`config.mk`:
```
export PLATFORM = sky130hd
export DESIGN_NAME = gpr_usr_n_flat
export DESIGN_NICKNAME = d
export VERILOG_FILES = /design/src/rtl/gpr_usr_n_pkg.sv /design/src/rtl/gpr_usr_n_if.sv /design/src/rtl/gpr_usr_n_shift_ctl.sv /design/src/rtl/gpr_usr_n.sv /design/src/flat_wrapper.sv
export SDC_FILE = /design/constraint.sdc
export NUM_CORES = 1
export LEC_CHECK = 0
export CORE_UTILIZATION = 49
export CTS_CLUSTER_DIAMETER = 30
export DETAILED_ROUTE_END_ITERATION = 8
export GPL_TIMING_DRIVEN = 0
export PLACE_DENSITY = 0.85
export SETUP_SLACK_MARGIN = 0.05
export SYNTH_ARGS = -nofsm -noshare
export SYNTH_HDL_FRONTEND = slang
export SYNTH_SLANG_ARGS = --single-unit
```
`constraint.sdc`:
```
create_clock -name CLK -period 3 [get_ports CLK]
set_input_delay 0.3 -clock CLK [delete_from_list [all_inputs] [get_ports CLK]]
set_output_delay 0.3 -clock CLK [all_outputs]
set_load 0.05 [all_outputs]
```
`src/rtl/gpr_usr_n_pkg.sv`:
```
// Shared mode encodings and FSM states for the universal shift register.
package gpr_pkg;

  localparam logic [2:0] MODE_HOLD = 3'b000;
  localparam logic [2:0] MODE_SHR  = 3'b001;
  localparam logic [2:0] MODE_SHL  = 3'b010;
  localparam logic [2:0] MODE_LOAD = 3'b011;
  localparam logic [2:0] MODE_ROR  = 3'b100;
  localparam logic [2:0] MODE_ROL  = 3'b101;
  localparam logic [2:0] MODE_ASR  = 3'b110;
  localparam logic [2:0] MODE_MSH  = 3'b111;

  typedef enum logic [1:0] {
    ST_IDLE  = 2'd0,
    ST_SHIFT = 2'd1,
    ST_FIN   = 2'd2
  } gpr_state_e;

endpackage

```
`src/rtl/gpr_usr_n_if.sv`:
```
// Control, data and status bundle for gpr_usr_n; master drives, slave is the register.
interface gpr_usr_n_if #(
  parameter int WIDTH = 8
);
  localparam int CW = $clog2(WIDTH) + 1;

  logic             EN;
  logic [2:0]       S;
  logic             r_in;
  logic             l_in;
  logic [WIDTH-1:0] X;
  logic [CW-1:0]    AMT;
  logic             DIR;
  logic             START;
  logic [WIDTH-1:0] Q;
  logic             r_out;
  logic             l_out;
  logic             BUSY;
  logic             DONE;

  modport master (
    output EN, S, r_in, l_in, X, AMT, DIR, START,
    input  Q, r_out, l_out, BUSY, DONE
  );

  modport slave (
    input  EN, S, r_in, l_in, X, AMT, DIR, START,
    output Q, r_out, l_out, BUSY, DONE
  );

endinterface

```
`src/rtl/gpr_usr_n_shift_ctl.sv`:
```
// Multi-shift sequencer: saturating down-counter plus IDLE/SHIFT/FIN FSM.
// state    | meaning
// ST_IDLE  | single-cycle modes active, waiting for a multi-shift request
// ST_SHIFT | one logical shift per enabled edge, count decrements
// ST_FIN   | DONE asserted, returns to IDLE on next enabled edge
module gpr_shift_ctl
  import gpr_pkg::*;
#(
  parameter int WIDTH = 8,
  parameter int CW    = $clog2(WIDTH) + 1
) (
  input  logic          clk_i,
  input  logic          rst_n_i,
  input  logic          en_i,
  input  logic          start_i,
  input  logic [CW-1:0] amt_i,
  input  logic          dir_i,
  output logic          shift_now_o,
  output logic          shift_dir_o,
  output logic          busy_o,
  output logic          done_o
);

  localparam logic [CW-1:0] AMT_MAX = CW'(WIDTH);

  gpr_state_e    state_q, state_d;
  logic [CW-1:0] count_q, count_d;
  logic          dir_q, dir_d;
  logic [CW-1:0] amt_sat;

  assign amt_sat = (amt_i > AMT_MAX) ? AMT_MAX : amt_i;

  always_ff @(posedge clk_i) begin
    if (!rst_n_i) begin
      state_q <= ST_IDLE;
      count_q <= '0;
      dir_q   <= 1'b0;
    end else if (en_i) begin
      state_q <= state_d;
      count_q <= count_d;
      dir_q   <= dir_d;
    end
  end

  always_comb begin
    state_d = state_q;
    count_d = count_q;
    dir_d   = dir_q;
    unique case (state_q)
      ST_IDLE: begin
        if (start_i) begin
          dir_d   = dir_i;
          count_d = amt_sat;
          state_d = (amt_sat == '0) ? ST_FIN : ST_SHIFT;
        end
      end
      ST_SHIFT: begin
        count_d = count_q - 1'b1;
        if (count_q == CW'(1)) state_d = ST_FIN;
      end
      ST_FIN:  state_d = ST_IDLE;
      default: state_d = ST_IDLE;
    endcase
  end

  assign shift_now_o = (state_q == ST_SHIFT) && en_i;
  assign shift_dir_o = dir_q;
  assign busy_o      = (state_q == ST_SHIFT);
  assign done_o      = (state_q == ST_FIN);

endmodule

```
`src/rtl/gpr_usr_n.sv`:
```
// Universal WIDTH-bit shift register: single-cycle modes plus sequenced shift-by-N.
module gpr_usr_n
  import gpr_pkg::*;
#(
  parameter int WIDTH = 8
) (
  input logic          CLK,
  input logic          CLR,
  gpr_usr_n_if.slave   bus
);

  localparam int CW = $clog2(WIDTH) + 1;

  logic [WIDTH-1:0] q_q, q_d;
  logic             shift_now, shift_dir, busy, done;
  logic             idle, start_req;

  assign idle      = !busy && !done;
  assign start_req = idle && (bus.S == MODE_MSH) && bus.START;

  gpr_shift_ctl #(
    .WIDTH (WIDTH),
    .CW    (CW)
  ) u_ctl (
    .clk_i       (CLK),
    .rst_n_i     (CLR),
    .en_i        (bus.EN),
    .start_i     (start_req),
    .amt_i       (bus.AMT),
    .dir_i       (bus.DIR),
    .shift_now_o (shift_now),
    .shift_dir_o (shift_dir),
    .busy_o      (busy),
    .done_o      (done)
  );

  always_comb begin
    q_d = q_q;
    if (shift_now) begin
      q_d = shift_dir ? {q_q[WIDTH-2:0], 1'b0} : {1'b0, q_q[WIDTH-1:1]};
    end else if (idle) begin
      // MODE_MSH never alters Q in IDLE; acceptance only arms the sequencer
      unique case (bus.S)
        MODE_SHR:  q_d = {bus.r_in, q_q[WIDTH-1:1]};
        MODE_SHL:  q_d = {q_q[WIDTH-2:0], bus.l_in};
        MODE_LOAD: q_d = bus.X;
        MODE_ROR:  q_d = {q_q[0], q_q[WIDTH-1:1]};
        MODE_ROL:  q_d = {q_q[WIDTH-2:0], q_q[WIDTH-1]};
        MODE_ASR:  q_d = {q_q[WIDTH-1], q_q[WIDTH-1:1]};
        default:   q_d = q_q;
      endcase
    end
  end

  always_ff @(posedge CLK) begin
    if (!CLR) q_q <= '0;
    else if (bus.EN) q_q <= q_d;
  end

  assign bus.Q     = q_q;
  assign bus.r_out = q_q[0];
  assign bus.l_out = q_q[WIDTH-1];
  assign bus.BUSY  = busy;
  assign bus.DONE  = done;

endmodule

```
`src/flat_wrapper.sv`:
```
// flat-port wrapper written by rule: the top's interface ports become plain ports
module gpr_usr_n_flat import gpr_pkg::*;
#(
  parameter int WIDTH = 8
)
  (CLK, CLR, bus_EN, bus_S, bus_r_in, bus_l_in, bus_X, bus_AMT, bus_DIR, bus_START, bus_Q, bus_r_out, bus_l_out, bus_BUSY, bus_DONE);
  gpr_usr_n_if #(.WIDTH(WIDTH)) bus_i ();
  input logic CLK;
  input logic CLR;
  input wire logic [$bits(bus_i.EN)-1:0] bus_EN;
  input wire logic [$bits(bus_i.S)-1:0] bus_S;
  input wire logic [$bits(bus_i.r_in)-1:0] bus_r_in;
  input wire logic [$bits(bus_i.l_in)-1:0] bus_l_in;
  input wire logic [$bits(bus_i.X)-1:0] bus_X;
  input wire logic [$bits(bus_i.AMT)-1:0] bus_AMT;
  input wire logic [$bits(bus_i.DIR)-1:0] bus_DIR;
  input wire logic [$bits(bus_i.START)-1:0] bus_START;
  output wire logic [$bits(bus_i.Q)-1:0] bus_Q;
  output wire logic [$bits(bus_i.r_out)-1:0] bus_r_out;
  output wire logic [$bits(bus_i.l_out)-1:0] bus_l_out;
  output wire logic [$bits(bus_i.BUSY)-1:0] bus_BUSY;
  output wire logic [$bits(bus_i.DONE)-1:0] bus_DONE;
  assign bus_i.EN = bus_EN;
  assign bus_i.S = bus_S;
  assign bus_i.r_in = bus_r_in;
  assign bus_i.l_in = bus_l_in;
  assign bus_i.X = bus_X;
  assign bus_i.AMT = bus_AMT;
  assign bus_i.DIR = bus_DIR;
  assign bus_i.START = bus_START;
  assign bus_Q = bus_i.Q;
  assign bus_r_out = bus_i.r_out;
  assign bus_l_out = bus_i.l_out;
  assign bus_BUSY = bus_i.BUSY;
  assign bus_DONE = bus_i.DONE;
  gpr_usr_n #(.WIDTH(WIDTH)) u_core (.CLK(CLK), .CLR(CLR), .bus(bus_i));
endmodule
```
# After elaboration in Yosys (flattened, before gate mapping)
# Cells that the tools add are included.
[word_totals]
ff_bits = 15
[classes]
n_addsub = 1
magnitude_cmp = 1
n_eq_ne = 13
n_mux = 11
n_reduce_logical = 17
[ops]
columns = ["cell", "count"]
rows = [
  ["case mux 8 bit (6 select lines)", 1],
  ["two-way mux 8 bit", 3],
  ["== test 3 bit (second input constant)", 4],
  ["AND reduction 3 bit", 4],
  ["two-way mux 4 bit", 2],
  ["case mux 4 bit (2 select lines)", 1],
  ["nonzero test 7 bit", 1],
  ["== test 3 x 2 -> 1 bit (second input constant)", 2],
  ["two-way mux 2 bit", 3],
  ["nonzero test 6 bit", 1],
  ["== test 4 x 1 -> 1 bit (second input constant)", 1],
  ["> comparator 4 bit (second input constant)", 1],
  ["logical AND 1 bit", 4],
  ["zero test 4 bit", 1],
  ["!= test 2 x 1 -> 1 bit (second input constant)", 2],
  ["case mux 2 bit (2 select lines)", 1],
  ["AND reduction 4 bit", 1],
  ["nonzero test 2 bit", 2],
  ["subtractor 4 x 1 -> 4 bit (second input constant)", 1],
  ["== test 3 x 1 -> 1 bit (second input constant)", 1],
  ["== test 2 x 1 -> 1 bit (second input constant)", 1],
  ["== test 2 bit (second input constant)", 1],
  ["zero test 1 bit", 2],
  ["zero test 2 bit", 1],
  ["!= test 2 bit (second input constant)", 1],
]

# Longest topological paths before layout
# Gate-level depths: netlist of the first run.
[depth]
ltp_word = 7
ltp_mapped = 8
depth_no_buf = 7

# Modules after synthesis
# A second synthesis of the first run with hierarchy kept.
[unflattened]
cells_unflattened = 123
area_unflattened_um2 = 1051.0
[modules_own_cells]
columns = ["mod", "n_inst", "cells_per_inst", "area_per_inst_um2", "seq_area_each_um2"]
rows = [
  ["gpr_usr_n", 1, 70, 623.1, 160.2],
  ["gpr_shift_ctl", 1, 53, 427.9, 140.1],
]

# Worst setup path after synthesis of the first run
# Ideal clock, no wire load.
[synth_path]
kind = "flip-flop to flip-flop"
start = "register u_core.u_ctl.state_q[1]"
end = "register u_core.q_q[4] (netlist: u_core.bus.Q[4])"
arrival_time_ps = 1721
required_ps = 2874
path_slack_ps = 1152
stages_incl_launch_ff = 8
path_buffers = 0
period_less_slack_ps = 1848
path_cell_list = "dfxtp_1 -> inv_1 -> ha_1 -> nand2_1 -> nand2_1 -> o22ai_2 -> a222oi_1 -> a21oi_1"
[synth_between]
elab_chain_len = 5
word_cells_on_any_way = 10
[synth_rtl]
columns = ["element", "line", "rtl"]
rows = [
  ["start: declaration", "gpr_usr_n_shift_ctl.sv:26", "gpr_state_e state_q, state_d;"],
  ["start signal: assignment", "gpr_usr_n_shift_ctl.sv:39", "state_q <= state_d;"],
  ["== test 2 x 1 -> 1 bit *", "gpr_usr_n_shift_ctl.sv:68", "assign busy_o = (state_q == ST_SHIFT);"],
  ["net bus_BUSY", "flat_wrapper.sv:21", "output wire logic [$bits(bus_i.BUSY)-1:0] bus_BUSY;"],
  ["zero test 1 bit", "gpr_usr_n.sv:18", "assign idle = !busy && !done;"],
  ["logical AND 1 bit", "gpr_usr_n.sv:18", ""],
  ["nonzero test 2 bit (no line)", "-", ""],
  ["AND reduction 3 bit (no line)", "-", ""],
  ["end signal: assignment", "gpr_usr_n.sv:57", "else if (bus.EN) q_q <= q_d;"],
  ["end: declaration", "gpr_usr_n.sv:14", "logic [WIDTH-1:0] q_q, q_d;"],
]
# Mark *: on every way through the listed nets, which the timed path passes. The rest lies on a longest branch.
# A chain may end at the register's enable or synchronous reset.

# Final worst setup path of the first run
[layout_path]
start = "register u_core.u_ctl.state_q[1]"
end = "output bus_BUSY"
[layout_between]
elab_chain_len = 1
[layout_rtl]
columns = ["element", "line"]
rows = [
  ["== test 2 x 1 -> 1 bit", "gpr_usr_n_shift_ctl.sv:68"],
  ["end: declaration", "flat_wrapper.sv:21"],
]
# No other way between the ends.

==> flow_metrics.tcl, run 1 <==
set metrics [dict create \
    outcome "complete, no violations" \
    htreeDepth 1 \
    critPathMaxFanout 5 \
    crit_buf_inv 2 \
    ys_seq_area_share_pct 28.9 \
    cts-resized-gates 0 \
    cts_max_path_buffers 2 \
    numCtsBuffers 3 \
    routed_via_density 5.97 \
    r2r_slack_ns 1.19 \
    layout-drive-gt1-share_pct 10.2 \
    drt_iter0_drc 61 \
    syn-num-nets 157 \
    grt_pass1_wl_um 4160 \
    via_count 1159 \
    fp.dieH_um 48.0 \
    ant_nets 0 \
    overflow 0 \
    path_cells "inv_1 -> ha_1 -> clkdlybuf4s50_1" \
    period_needed_ns 2.08 \
    ys.flop_type "dfxtp_1" \
    dp_slack_ns 1.00 \
    fp.dieArea_um2 2310 \
    clock-sinks 15 \
    rr_startpoint "u_core.u_ctl.state_q[1]$_SDFFE_PN0P_" \
    timing.setup.tns_ns 0 \
    holdPathEnd "u_core.u_ctl.count_q[3]$_SDFFE_PN0P_" \
    grt_pass1_vias 1014 \
    start_util_pct 52.4 \
    yosysWarnings 0 \
    firstDrtPassIters 6 \
    io_buffers 33 \
    grt_max_degree 11 \
    finalWirelength_um 2840 \
    die_x_um 48.0 \
    cts_root_buf "clkbuf_4" \
    p_leak_nw 0.546 \
    max_cap_viol_count 0 \
    required_ns 2.70 \
    hp-class "reg -> reg" \
    worst_slew_pin_slew_ns 0.507 \
    power_density_nw_per_um2 379 \
    critPathKind "reg -> out" \
    insertion_delay_ns 0.29 \
    fin_util_pct 72.2 \
    cp_slowest_cell "clkdlybuf4s50_1" \
    n_fill_cell 154 \
    slew_viol_final 0 \
    ys_seq_elements 15 \
    pin_count 34 \
    slew_headroom_pct 66.1 \
    async_flop_share_pct 0 \
    end_kind "output port" \
    netlist_area_um2 1040 \
    final_common_cell "clkdlybuf4s50_1" \
    ir_worst_vdd_v 0.000350 \
    final_cell_mix "clkdlybuf4s50_1 (33), a21oi_1 (16), dfxtp_1 (15)" \
    hold_start "u_core.u_ctl.count_q[3]$_SDFFE_PN0P_" \
    cpPeakStageDelay_ns 0.82 \
    synth.distinct_cells 40 \
    postCtsSetupRepairBufs 0 \
    crit_family "buffers and inverters" \
    place_inst 190 \
    postPlaceCellArea_um2 1400 \
    globalplace.congestion 0.831 \
    antenna_found_initial 0 \
    coreArea_um2 1980 \
    finalSetupViolCount 0 \
    gr-usage-all-layers_pct 26.0 \
    finalHoldViolCount 0 \
    critPathLaunchType "flop" \
    grt_setup_unrepaired "no" \
    synth_top_cells_by_area "dfxtp_1 (29%), a21oi_1 (7.7%), ha_1 (6.0%)" \
    synth.top_cell.area_share_pct 28.9 \
    fin_ws_ns 0.922 \
    stdcell_count 194 \
    crit_arrival_ns 1.78 \
    clk_pin_slew_ns 0.10 \
    synth-edff-count 0 \
    avgSynthCellArea_um2 7.99 \
    nets 195 \
    fin_area_um2 1430 \
    antenna-diode-count 0 \
    remaining_drc_errors 0 \
    cts_tree "built" \
    synthCells 130 \
    r2r_end "u_core.bus.Q[6]$_SDFFE_PN0P_" \
    cts_hold_buf 0 \
    skew_ns 0.00286 \
    rows 16 \
    holdPathStages 2 \
    yosys.area.top_type "dfxtp_1" \
    post_drt_wl_per_cell_um 14.6 \
    rr_worst_depth 7 \
    fmax_mhz 481 \
    period_share_pct 69.3 \
    syn_to_final_growth_pct 37.7 \
    dp_hpwl_um 2170 \
]
[worst max-delay path by stage]
| stage | depth (start not counted) | end | slack [ns] | startpoint |
|---|---|---|---|---|
| after floorplan | 7 | u_core.bus.Q[4]$_SDFFE_PN0P_ | 1.15 | u_core.u_ctl.state_q[1]$_SDFFE_PN0P_ |
| after global placement | 6 | u_core.bus.Q[4]$_SDFFE_PN0P_ | 1.06 | bus_EN |
| after detailed placement | 8 | u_core.bus.Q[4]$_SDFFE_PN0P_ | 1.00 | bus_S[1] |
| after CTS | 3 | bus_BUSY | 0.90 | u_core.u_ctl.state_q[1]$_SDFFE_PN0P_ |
| after global routing | 3 | bus_BUSY | 0.84 | u_core.u_ctl.state_q[1]$_SDFFE_PN0P_ |
| final | 3 | bus_BUSY | 0.92 | u_core.u_ctl.state_q[1]$_SDFFE_PN0P_ |
[cell type report]
cell class                      instances  area (µm²)  share of cell area, %
Buffer                                  8        55.1                   3.85
Clock buffer                            3        22.5                   1.57
Clock inverter                          1        5.00                  0.350
Inverter                               10        37.5                   2.62
Multi-Input combinational cell         97         646                   45.1
Sequential cell                        15         300                   21.0
Tap cell                               27        33.8                   2.36
Timing Repair Buffer                   33         330                   23.1
[cell families (layout without fill, tap and decap cells)]
family,Yosys count,in the layout,synth area share (%)
AO/OA/AOI/OAI,54,54,36.9
AND/OR/NAND/NOR,37,37,18.3
buffers and inverters,18,55,8.92
flip-flops,15,15,28.9
adder cells (fa/ha/maj),5,5,6.02
multiplexers,1,1,0.964
[metrics by stage]
step | hold slack, ns | power [W]
6_report | 0.488 | 0.000542
3_3_place_gp | 0.460 | 0.000416
5_1_grt | 0.531 | 0.000567
2_1_floorplan | 0.415 | 0.000347
4_1_cts | 0.489 | 0.000543
3_5_place_dp | 0.475 | 0.000421
[sequential cells by signal, indices dropped and copies added, names as in the netlist]
| signal | count |
|---|---|
| u_core.u_ctl.count_q | 4 |
| u_core.bus.Q | 8 |
| u_core.u_ctl.shift_dir_o | 1 |
| u_core.u_ctl.state_q | 2 |
[layer usage]
layer	up-vias	GRT usage [%]	share of wire, %
li1	565	-	-
met3	6	5.28	5.8
met4	0	11.1	1.4
met2	48	48.6	52
met1	540	27.8	41
met5	-	0	0
[Yosys cell counts (all sizes together) (2+ instances only)]
| library cell | count |
|---|---|
| a211oi | 2 |
| a21oi | 16 |
| a222oi | 6 |
| a22oi | 2 |
| a2bb2oi | 2 |
| a311oi | 2 |
| and2 | 2 |
| buf | 7 |
| dfxtp | 15 |
| ha | 5 |
| inv | 10 |
| nand2 | 12 |
| nand3b | 3 |
| nor2 | 6 |
| nor2b | 3 |
| nor3 | 5 |
| o21ai | 12 |
| o32ai | 2 |
[power by group]
part	leakage [nW]	internal [W]	switching, W	total [W]
clock network	0.0177	0.0000496	0.0000738	0.000123
logic	0.406	0.0000843	0.000109	0.000193
registers	0.123	0.000211	0.0000139	0.000225
[worst reg2reg max path: stages (launching register included)]
cell and delay [ns]:
dfxtp_1 0.39, inv_1 0.08, ha_1 0.23, nand2_1 0.17
nand2_1 0.12, o22a_1 0.27, a222oi_1 0.32, a21oi_1 0.11
Note: power is estimated with default switching activity, not from simulation.
==> run 2: changes to the inputs <==
CORE_ASPECT_RATIO = 0.6   (was default)
CORE_UTILIZATION = 41   (was 49)
PLACE_DENSITY = 0.75   (was 0.85)
clock period = 1.7 ns   (was 3 ns; I/O delays follow)
==> flow_metrics.tcl, run 2 (synthesis gave the netlist of run 1 again) <==
set metrics [dict create \
    power_density_nw_per_um2 662 \
    worst_slew_pin_slew_ns 0.508 \
    insertion_delay_ns 0.25 \
    fp.dieArea_um2 2740 \
    holdPathStages 2 \
    syn_to_final_growth_pct 52.7 \
    fp.dieH_um 41.0 \
    max_cap_viol_count 0 \
    ant_nets 0 \
    fin_util_pct 69.6 \
    post_drt_wl_per_cell_um 15.4 \
    holdPathEnd "u_core.u_ctl.state_q[1]$_SDFFE_PN0P_" \
    rr_startpoint "u_core.u_ctl.state_q[0]$_SDFFE_PN0P_" \
    critPathMaxFanout 4 \
    drt_iter0_drc 91 \
    cts_tree "built" \
    nets 198 \
    slew_viol_final 0 \
    startpoint "u_core.bus.Q[1]$_SDFFE_PN0P_" \
    overflow 0 \
    routed_via_density 5.86 \
    via_count 1171 \
    largest_reg_flops 8 \
    globalplace.congestion 0.849 \
    firstDrtPassIters 5 \
    finalWirelength_um 3080 \
    r2r_slack_ns 0.09 \
    crit_family "buffers and inverters" \
    cts_root_buf "clkbuf_8" \
    dp_hpwl_um 2230 \
    p_leak_nw 0.713 \
    place_inst 193 \
    finalHoldViolCount 0 \
    gr-usage-all-layers_pct 23.7 \
    rr_worst_depth 8 \
    cts_max_path_buffers 2 \
    timing.setup.tns_ns 0 \
    ir_worst_vdd_v 0.000514 \
    hold_ws_ns 0.391 \
    finalSetupViolCount 0 \
    outcome "complete, no violations" \
    r2r_end "u_core.u_ctl.count_q[0]$_SDFFE_PN0P_" \
    path_cells "clkdlybuf4s50_1" \
    cp_slowest_cell "clkdlybuf4s50_1" \
    layout-drive-gt1-share_pct 21.2 \
    p_total_w 0.00105 \
    coreArea_um2 2280 \
    clk_pin_slew_ns 0.07 \
    final_common_cell "clkdlybuf4s50_1" \
    pin_count 34 \
    start_util_pct 45.6 \
    grt_pass1_vias 976 \
    crit_buf_inv 1 \
    antenna_found_initial 0 \
    htreeDepth 1 \
    fmax_mhz 620 \
    final_cell_mix "clkdlybuf4s50_1 (19), a21oi_1 (14), dfxtp_1 (13)" \
    grt_pass1_wl_um 4550 \
    hp-class "in -> reg" \
    remaining_drc_errors 0 \
    numCtsBuffers 3 \
    grt_setup_unrepaired "no" \
    rows 13 \
    skew_ns 0.00291 \
    antenna-diode-count 0 \
    period_share_pct 94.8 \
    die_x_um 67.0 \
    io_buffers 33 \
    critPathLaunchType "flop" \
    hold_start "bus_EN" \
    period_needed_ns 1.61 \
    clock-sinks 15 \
    slew_headroom_pct 66.1 \
    cpPeakStageDelay_ns 0.82 \
    critPathKind "reg -> out" \
    crit_arrival_ns 1.44 \
    end_kind "output port" \
    required_ns 1.53 \
    stdcell_count 200 \
    grt_max_degree 11 \
]
## run 2: power by group
part | internal [W] | switching [W]
clock network | 0.000162 | 0.000134
registers | 0.000374 | 0.0000231
logic | 0.000152 | 0.000205
total | 0.000688 | 0.000362
## run 2: metrics by stage
| step | area [µm²] | setup WS (ns) |
|---|---|---|
| finish | 1590 | 0.0883 |
| global placement | 1410 | -0.147 |
| global route | 1590 | 0.0343 |
| detailed placement | 1410 | -0.145 |
| CTS | 1460 | 0.0277 |
| floorplan | 1040 | 0.0452 |
## run 2: how the worst max path moves through the flow
stage	end	slack [ns]	depth (start not counted)
after global placement	u_core.u_ctl.count_q[0]$_SDFFE_PN0P_	-0.15	7
after floorplan	u_core.bus.Q[4]$_SDFFE_PN0P_	0.05	7
after detailed placement	u_core.bus.Q[3]$_SDFFE_PN0P_	-0.14	8
after CTS	u_core.u_ctl.count_q[2]$_SDFFE_PN0P_	0.03	7
after global routing	bus_DONE	0.03	3
final	bus_Q[1]	0.09	1
## run 2: repair_timing
action / in CTS / in global routing
hold buffers: 0 / 0
pin swaps: 0 / 3
endpoints found under the setup margin: 15 / 19
resized for setup: 10 / 27
hold endpoints to repair: 0 / 0
setup buffers: 0 / 2
gates cloned: 0 / 1
## run 2: final cells by class
type	count	area (µm²)
well taps	30	37.5
multi-input cells	97	734
clock buffers	3	41.3
inverters	10	37.5
plain buffers	8	67.6
clock inverters	1	5.00
repair buffers	36	359
flip-flops and latches	15	303
fillers	182	692
## run 2: routing by layer
metal / vias up / part of all wire, % / global-route usage, %
li1: 572 / - / -
met1: 543 / 44 / 30.2
met2: 52 / 46 / 39.1
met3: 4 / 8.6 / 7.78
met4: 0 / 0.94 / 6.38
met5: - / 0 / 0
==> run 3: changes to the inputs <==
CORE_ASPECT_RATIO = 0.7   (was 0.6)
SYNTH_HIERARCHICAL = 1   (was default)
==> flow_metrics.tcl, run 3 <==
set metrics [dict create \
    clockPowerShare_pct 18.6 \
    n_fill_cell 189 \
    antenna_found_initial 0 \
    yosysWarnings 6 \
    postPlaceCellArea_um2 1440 \
    period_share_pct 94.7 \
    cts_max_path_buffers 2 \
    syn_to_final_growth_pct 46.2 \
    dp_slack_ns -0.245 \
    p_total_w 0.00109 \
    critPathLaunchType "input port" \
    finalSetupViolCount 0 \
    ant_nets 0 \
    skew_ns 0.00319 \
    start_util_pct 46.2 \
    fin_area_um2 1540 \
    yosys.area.top_type "dfxtp_1" \
    critPathMaxFanout 7 \
    required_ns 1.88 \
    fp.dieArea_um2 2770 \
    worst_slew_pin_slew_ns 0.492 \
    ys_seq_elements 15 \
    hold_start "u_core/u_ctl/count_q[3]$_SDFFE_PN0P_" \
    rr_startpoint "u_core/u_ctl/state_q[1]$_SDFFE_PN0P_" \
    largest_reg_flops 8 \
    crit_arrival_ns 1.79 \
    cts_root_buf "clkbuf_4" \
    fin_util_pct 67.5 \
    routed_via_density 5.75 \
    ir_worst_vdd_v 0.000613 \
    startpoint "bus_EN" \
    via_count 1132 \
    hold_ws_ns 0.506 \
    post_drt_wl_per_cell_um 14.3 \
    remaining_drc_errors 0 \
    io_buffers 33 \
    coreArea_um2 2280 \
    power_density_nw_per_um2 709 \
    finalWirelength_um 2820 \
    clock-sinks 15 \
    firstDrtPassIters 4 \
    clk_pin_slew_ns 0.09 \
    nets 190 \
    final_cell_mix "clkdlybuf4s50_1 (21), dfxtp_1 (13), dlygate4sd2_1 (12)" \
    ys.flop_type "dfxtp_1" \
    max_cap_viol_count 0 \
    pin_count 34 \
    fin_ws_ns 0.0900 \
    grt_setup_unrepaired "yes" \
    layout-drive-gt1-share_pct 21.2 \
    rows 14 \
    rr_worst_depth 6 \
    critPathKind "in -> reg" \
    fmax_mhz 621 \
    outcome "complete, no violations" \
    fp.dieH_um 44.4 \
    r2r_end "u_core/bus.Q[4]$_SDFFE_PN0P_" \
    globalplace.congestion 0.867 \
    synth.top_cell.area_share_pct 28.6 \
    period_needed_ns 1.61 \
    grt_max_degree 11 \
    ys_seq_area_share_pct 28.6 \
    slew_viol_final 0 \
    htreeDepth 1 \
    r2r_slack_ns 0.11 \
    final_common_cell "clkdlybuf4s50_1" \
    async_flop_share_pct 0 \
    seqPwrFrac_pct 38.0 \
    synth-edff-count 0 \
    p_leak_nw 0.626 \
    synth.distinct_cells 44 \
    endpoint "u_core/bus.Q[7]$_SDFFE_PN0P_" \
    syn-num-nets 147 \
    cts_hold_buf 0 \
    grt_pass1_vias 1025 \
    dp_hpwl_um 2110 \
    synthCells 123 \
    overflow 0 \
    synth_top_cells_by_area "dfxtp_1 (29%), a32o_1 (5.7%), o22a_1 (5.0%)" \
    slew_headroom_pct 67.3 \
    gr-usage-all-layers_pct 22.2 \
    cts_tree "built" \
    netlist_area_um2 1050 \
    avgSynthCellArea_um2 8.54 \
    p_comb_share_pct 43.4 \
    drt_iter0_drc 78 \
    intPower_w 0.000677 \
    end_kind "flop" \
    grt_pass1_wl_um 4750 \
    synth.most_common_cell "dfxtp_1" \
    insertion_delay_ns 0.28 \
    synth_common_cells "dfxtp_1 (15), nor2_1 (9), a21oi_1 (7), nand2b_1 (7)" \
    antenna-diode-count 0 \
    finalHoldViolCount 0 \
    p_sw_w 0.000413 \
    hp-class "reg -> reg" \
    numCtsBuffers 3 \
    die_x_um 62.5 \
    switching_share_pct 37.9 \
]
[run 3: changes by cell type after synthesis, moves of 5 or more]
cell / previous run / this run
a222oi_1: 6 / 0
o21ai_0: 12 / 4
a21oi_1: 16 / 7
a32o_1: 0 / 6
nand2_1: 12 / 5
nand2b_1: 1 / 7
o22a_1: 1 / 6
nor3b_1: 1 / 6
[run 3: final cells by class]
| class | count | area (µm²) | area share, % |
|---|---|---|---|
| well taps | 32 | 40.0 | 2.61 |
| inverters | 7 | 28.8 | 1.87 |
| plain buffers | 6 | 50.0 | 3.26 |
| clock buffers | 3 | 22.5 | 1.47 |
| flip-flops and latches | 15 | 305 | 19.9 |
| clock inverters | 1 | 5.00 | 0.326 |
| multi-input cells | 94 | 724 | 47.1 |
| repair buffers | 39 | 360 | 23.5 |
[run 3: critical path: stages]
cell and delay (ns):
clkdlybuf4s50_1 0.52, inv_1 0.10, nor2_2 0.15, buf_6 0.15
o21ai_2 0.10, a311o_1 0.34, o221a_2 0.25
[run 3: repair_timing]
item	in CTS	in global routing
endpoints found under the hold margin	0	0
endpoints found under the setup margin	25	16
resized for setup	20	8
pin swaps	9	3
setup buffers	5	1
[run 3: kinds of logic after synthesis]
| kind of cell | Yosys count | synth area share, % |
|---|---|---|
| buffers and inverters | 14 | 7.74 |
| AO/OA/AOI/OAI | 44 | 32.5 |
| adder cells (fa/ha/maj) | 2 | 2.38 |
| multiplexers | 2 | 2.02 |
| AND/OR/NAND/NOR | 46 | 26.8 |
| flip-flops | 15 | 28.6 |
[run 3: how the worst min path moves through the flow]
stage | endpoint | cells past startpoint
CTS | u_core/u_ctl/count_q[3]$_SDFFE_PN0P_ | 2
global placement | u_core/u_ctl/count_q[3]$_SDFFE_PN0P_ | 2
floorplan | u_core/bus.Q[7]$_SDFFE_PN0P_ | 1
global route | u_core/u_ctl/shift_dir_o$_SDFFE_PN0P_ | 3
finish | u_core/u_ctl/count_q[3]$_SDFFE_PN0P_ | 2
detailed placement | u_core/u_ctl/count_q[3]$_SDFFE_PN0P_ | 2
[run 3: metal layers]
metal	track usage [%]	up-vias	share of wire, %
met3	5.41	2	9.9
met2	33.3	57	41
met1	32.2	517	48
met4	4.65	0	0.42
met5	0	-	0
li1	-	556	-
[run 3: metrics by stage]
stage | TNS (ns) | std cells
global route | 0 | 197
finish | 0 | 197
detailed placement | -2.70 | 188
CTS | 0 | 197
floorplan | 0 | 123
global placement | -2.51 | 188
[run 3: power by group through the flow]
stage          clock network [W]  logic [W]  registers [W]
2_1_floorplan                  0   0.000244       0.000478
3_3_place_gp                   0   0.000443       0.000425
3_5_place_dp                   0   0.000446       0.000426
4_1_cts                 0.000212   0.000462       0.000414
5_1_grt                 0.000231   0.000511       0.000421
6_report                0.000203   0.000473       0.000414
